==> src/rtl/pcie2_x1_lsm.sv <==
// Receive-lane sync state machine, 2 symbols per rec_clk.
// Acquires lane sync on clean K28.5 commas, drops it on accumulated symbol errors with
// good-run hysteresis, and keeps a sticky saturating loss-of-sync event count.
module pcie2_x1_lsm #(
  parameter int unsigned NUM_COMMA = 4,
  parameter int unsigned GOOD_RUN  = 4,
  parameter int unsigned BAD_MAX   = 4
) (
  input  logic        rec_clk,
  input  logic        rst_n,
  input  logic        lsm_en,
  input  logic        force_sync,
  input  logic        elec_idle,
  input  logic [15:0] d_in,
  input  logic [1:0]  k_in,
  input  logic [1:0]  cv_in,
  input  logic [1:0]  de_in,
  input  logic        cnt_clr,
  output logic [15:0] d_out,
  output logic [1:0]  k_out,
  output logic [1:0]  sym_err,
  output logic        lsyn_out,
  output logic        los_event,
  output logic [7:0]  los_cnt
);

  localparam int unsigned CcW = $clog2(NUM_COMMA + 1);
  localparam int unsigned GcW = $clog2(GOOD_RUN + 1);
  localparam int unsigned BcW = $clog2(BAD_MAX + 1);

  localparam logic [CcW-1:0] CcOne  = CcW'(1);
  localparam logic [CcW-1:0] CcLast = CcW'(NUM_COMMA - 1);
  localparam logic [GcW-1:0] GcOne  = GcW'(1);
  localparam logic [GcW-1:0] GcLast = GcW'(GOOD_RUN - 1);
  localparam logic [BcW-1:0] BcOne  = BcW'(1);
  localparam logic [BcW-1:0] BcLast = BcW'(BAD_MAX - 1);

  typedef enum logic [1:0] {
    StLos    = 2'd0,
    StAcq    = 2'd1,
    StSync   = 2'd2,
    StResync = 2'd3
  } state_e;

  state_e         state_q, state_d;
  logic [CcW-1:0] comma_cnt_q, comma_cnt_d;
  logic [GcW-1:0] good_cnt_q, good_cnt_d;
  logic [BcW-1:0] bad_cnt_q, bad_cnt_d;
  logic           los_hit;
  logic           sym_bad;
  logic           sym_comma;

  // Next state: overrides first, otherwise walk the [15:8] symbol then the [7:0] symbol.
  always_comb begin
    state_d     = state_q;
    comma_cnt_d = comma_cnt_q;
    good_cnt_d  = good_cnt_q;
    bad_cnt_d   = bad_cnt_q;
    los_hit     = 1'b0;
    sym_bad     = 1'b0;
    sym_comma   = 1'b0;
    if (!lsm_en || elec_idle) begin
      state_d     = StLos;
      comma_cnt_d = '0;
      good_cnt_d  = '0;
      bad_cnt_d   = '0;
      los_hit     = (state_q == StSync) || (state_q == StResync);
    end else begin
      for (int i = 1; i >= 0; i--) begin
        sym_bad   = cv_in[i] | de_in[i];
        sym_comma = k_in[i] & (d_in[8*i +: 8] == 8'hBC) & ~sym_bad;
        unique case (state_d)
          StLos: begin
            if (sym_comma) begin
              state_d     = StAcq;
              comma_cnt_d = CcOne;
            end
          end
          StAcq: begin
            if (sym_bad) begin
              state_d     = StLos;
              comma_cnt_d = '0;
            end else if (sym_comma) begin
              if (comma_cnt_d >= CcLast) begin
                state_d     = StSync;
                comma_cnt_d = '0;
              end else begin
                comma_cnt_d = comma_cnt_d + CcOne;
              end
            end
          end
          StSync: begin
            if (sym_bad) begin
              state_d    = StResync;
              bad_cnt_d  = BcOne;
              good_cnt_d = '0;
            end
          end
          StResync: begin
            if (sym_bad) begin
              good_cnt_d = '0;
              if (bad_cnt_d >= BcLast) begin
                state_d   = StLos;
                bad_cnt_d = '0;
                los_hit   = 1'b1;
              end else begin
                bad_cnt_d = bad_cnt_d + BcOne;
              end
            end else if (good_cnt_d >= GcLast) begin
              // A full good run pays back one bad credit.
              good_cnt_d = '0;
              bad_cnt_d  = bad_cnt_d - BcOne;
              if (bad_cnt_d == '0) state_d = StSync;
            end else begin
              good_cnt_d = good_cnt_d + GcOne;
            end
          end
          default: state_d = StLos;
        endcase
      end
    end
  end

  // FSM state and hysteresis counters.
  always_ff @(posedge rec_clk or negedge rst_n) begin
    if (!rst_n) begin
      state_q     <= StLos;
      comma_cnt_q <= '0;
      good_cnt_q  <= '0;
      bad_cnt_q   <= '0;
    end else begin
      state_q     <= state_d;
      comma_cnt_q <= comma_cnt_d;
      good_cnt_q  <= good_cnt_d;
      bad_cnt_q   <= bad_cnt_d;
    end
  end

  // One-cycle data pipeline, loss pulse and sticky loss counter (clear wins).
  always_ff @(posedge rec_clk or negedge rst_n) begin
    if (!rst_n) begin
      d_out     <= '0;
      k_out     <= '0;
      sym_err   <= '0;
      los_event <= 1'b0;
      los_cnt   <= '0;
    end else begin
      d_out     <= d_in;
      k_out     <= k_in;
      sym_err   <= cv_in | de_in;
      los_event <= los_hit;
      if (cnt_clr) begin
        los_cnt <= '0;
      end else if (los_hit && (los_cnt != 8'hFF)) begin
        los_cnt <= los_cnt + 8'd1;
      end
    end
  end

  // Sync flag follows the registered state so it lines up with d_out.
  always_comb begin
    lsyn_out = force_sync | (state_q == StSync) | (state_q == StResync);
  end

endmodule
==> config.mk <==
export PLATFORM = sky130hd
export DESIGN_NAME = pcie2_x1_lsm
export DESIGN_NICKNAME = d
export VERILOG_FILES = /design/src/rtl/pcie2_x1_lsm.sv
export SDC_FILE = /design/constraint.sdc
export NUM_CORES = 1
export LEC_CHECK = 0
export BUFFER_PORTS_ARGS = -buffer_cell sky130_fd_sc_hd__buf_2
export CAP_MARGIN = 5
export CORE_MARGIN = 10
export CORE_UTILIZATION = 53
export DETAILED_ROUTE_END_ITERATION = 7
export GPL_TIMING_DRIVEN = 0
export PLACE_DENSITY = 0.79
export SETUP_SLACK_MARGIN = 0.05
export SLEW_MARGIN = 5
export SYNTH_ARGS = -nofsm -noshare
export SYNTH_HDL_FRONTEND = slang
export SYNTH_SLANG_ARGS = --single-unit
==> constraint.sdc <==
create_clock -name rec_clk -period 3.6 [get_ports rec_clk]
set_clock_uncertainty 0.05 [all_clocks]
set_input_delay 0.72 -clock rec_clk [delete_from_list [all_inputs] [get_ports rec_clk]]
set_output_delay 0.72 -clock rec_clk [all_outputs]
set_load 0.005 [all_outputs]
==> reports/metrics.yaml <==
worst_slew_pin_slew_ns: 0.8607
final_cell_mix: "buf_2 (60), dfrtp_1 (40), a21oi_1 (20)"
fp.dieW_um: 86.53
synth_nets: 285
top_usage_layer: "met2"
gp_congestion: 0.8203
drt_iter0_markers: 143
cp_slowest_stage_delay_ns: 0.50
vias: 2057
r2r_end: "los_cnt[5]"
final_nets: 348
synth_edf_count: 0
r2r_cells: 12
grt_pass1_wl_mm: 9.411
fmax_mhz: 313.2
r2r_start: "bad_cnt_q[0]"
grt_antenna_before_repair: 0
grtUsageMet3_pct: 4.972
rsz0062_at_grt: "no"
criticalPathCategory: "reg -> reg"
syn_to_final_growth_pct: 19.47
grt_overflow: 0
cts.sinks: 40
dp_hpwl_mm: 4.160
tns_ns: 0
r2r_slack_ns: 0.41
via_per_inst: 5.746
setup_slack_ns: 0.4070
start_kind: "flop"
track_usage_pct: 15.13
postRouteAntennaNets: 0
status: "finished clean"
htree_levels: 2
cts_setup_buffers: 0
clock_latency_ns: 0.29
io_buffers: 56
start_util_pct: 54.25
cts.clk_slew.worst_paths_ns: 0.08
critPathSlowestCell: "dfrtp_1"
grtUsageMet1_pct: 19.04
grtUsageMet2_pct: 24.77
post_synth_num_cell_types: 64
seq_area_frac_synth_pct: 42.67
cts_tree: "done"
cts_made_buffers: 5
p_per_area_nw_per_um2: 316.5
post-route-period-util_pct: 88.69
crit_fanout: 10
drc: 0
period_minus_slack_ns: 3.193
grt_pass1_vias: 2074
synth_largest_area_cell: "dfrtp_1"
netlist.area_leader.share_pct: 42.67
synth_area_sq_um: 2346
holdBufCountCts: 0
path_cells: "ha_1, ha_1, a211oi_2, a22oi_2, o311ai_4, ha_1, ha_1, a211o_4, a31oi_2, buf_6, or3_1, a21oi_1"
setup_violations: 0
hold_class: "in -> async"
hold_viol_final: 0
io-pin-count: 58
wl_mm: 5.352
n_antenna_cell: 0
fp-row-count: 24
synth_flop_cell: "dfrtp_1"
cp.arrival_ns: 3.36
wl_per_cell_um: 14.95
synth_area_leaders: "dfrtp_1 (43%), ha_1 (8.0%), a21oi_1 (4.3%)"
slew_violations: 0
fillCellCount: 378
drtPass1Iterations: 4
p_leak_uw: 0.001301
cts_max_path_buffers: 2
avgSynthCellArea_sq_um: 9.694
drive_above_1_share_pct: 27.45
synth-seq-cells: 40
design.die.area_sq_um: 7487
root_buffer: "clkbuf_8"
yosys_warnings: 0
critPathRequiredTime_ns: 3.76
drv_cap: 0
cpMostUsedCell: "ha_1"
grt_max_degree: 41
cts_resized: 0
die_h_um: 86.53
crit_path_end_kind: "flop"
slew_headroom_pct: 42.62
synth-async-reset-ratio_pct: 100.0
core_area_sq_um: 4324
netlist_instances: 242
pre_cts_slack_ns: 0.4173
ir_drop_mv: 0.3253
final_common_cell: "buf_2"
[per-layer routing]
layer	vias to the layer above	part of all wire, %
li1	1021	-
met1	969	43
met2	62	49
met3	5	7.3
met4	0	0.64
met5	-	0
[cells in the mapped netlist, types with 3 or more instances]
cell,instances
and3_1,5
buf_2,4
o21ai_0,17
ha_1,15
a32oi_1,3
dfrtp_1,40
inv_1,17
nor4_1,3
nor2_1,15
nand3_1,6
nand2_1,17
a211o_1,4
a21oi_1,20
nand4_1,3
or3_1,4
nor3_1,7
[cells by family (layout without fill, tap and decap cells)]
kind of cell | after synthesis | in the layout | synth area share, %
AOI/OAI and AO/OA | 74 | 74 | 22.93
xor gates and xnor gates | 3 | 3 | 1.120
adders and majority gates | 15 | 15 | 8.000
buffers and inverters | 26 | 90 | 4.800
DFF | 40 | 40 | 42.67
muxes | 3 | 3 | 1.333
and+or+nand+nor | 81 | 81 | 19.15
[state kept, by name, summed over array words and instances (netlist names)]
| name | flops |
|---|---|
| los_event | 1 |
| k_out | 2 |
| d_out | 16 |
| comma_cnt_q | 3 |
| sym_err | 2 |
| state_q | 2 |
| good_cnt_q | 3 |
| bad_cnt_q | 3 |
| los_cnt | 8 |
[worst max-delay path, delay by kind of cell, from the launching register on]
| kind | cells | cell delay (ns) |
|---|---|---|
| AO/OA/AOI/OAI | 6 | 1.20 |
| adder cells (fa/ha/maj) | 4 | 0.85 |
| flip-flops | 1 | 0.50 |
| AND/OR/NAND/NOR | 1 | 0.34 |
| buffers and inverters | 1 | 0.16 |
[stage by stage]
stage / cells / power (uW) / hold slack, ns / utilization [%] / instance area, sq um
6_report: 358 / 887.0 / 0.4898 / 64.81 / 2803
5_1_grt: 358 / 928.6 / 0.4782 / 64.81 / 2803
4_1_cts: 358 / 898.9 / 0.4837 / 64.81 / 2803
3_5_place_dp: 350 / 533.0 / 0.5125 / 62.24 / 2691
3_3_place_gp: 350 / 532.0 / 0.5100 / 62.24 / 2691
2_1_floorplan: 242 / 489.3 / 0.3744 / - / 2346
[area by class of cell]
cell class,count,area [sq um],area share (%)
Buffer,7,38.79,1.384
Clock buffer,5,68.82,2.455
Tap cell,52,65.06,2.321
Timing Repair Buffer,56,280.3,10.00
Multi-Input combinational cell,176,1232,43.97
Clock inverter,3,42.54,1.518
Sequential cell,40,1001,35.71
Inverter,19,73.82,2.634
[where the power goes]
group          leakage [uW]  total [uW]  internal (uW)  switching, uW
clock network     0.0000541         365            205            160
logic              0.000737        60.2           23.7           36.4
registers          0.000510         462            460           2.13
[how the worst max path moves through the flow]
stage / endpoint / start / slack [ns]
after global placement: los_cnt[1] / de_in[1] / 0.43
after CTS: los_cnt[5] / bad_cnt_q[0] / 0.41
after detailed placement: los_cnt[1] / de_in[1] / 0.42
after floorplan: los_cnt[1] / good_cnt_q[0] / 0.71
after global routing: los_cnt[5] / bad_cnt_q[0] / 0.20
final: los_cnt[5] / bad_cnt_q[0] / 0.41
No activity file was read; power rests on OpenSTA's default activity.
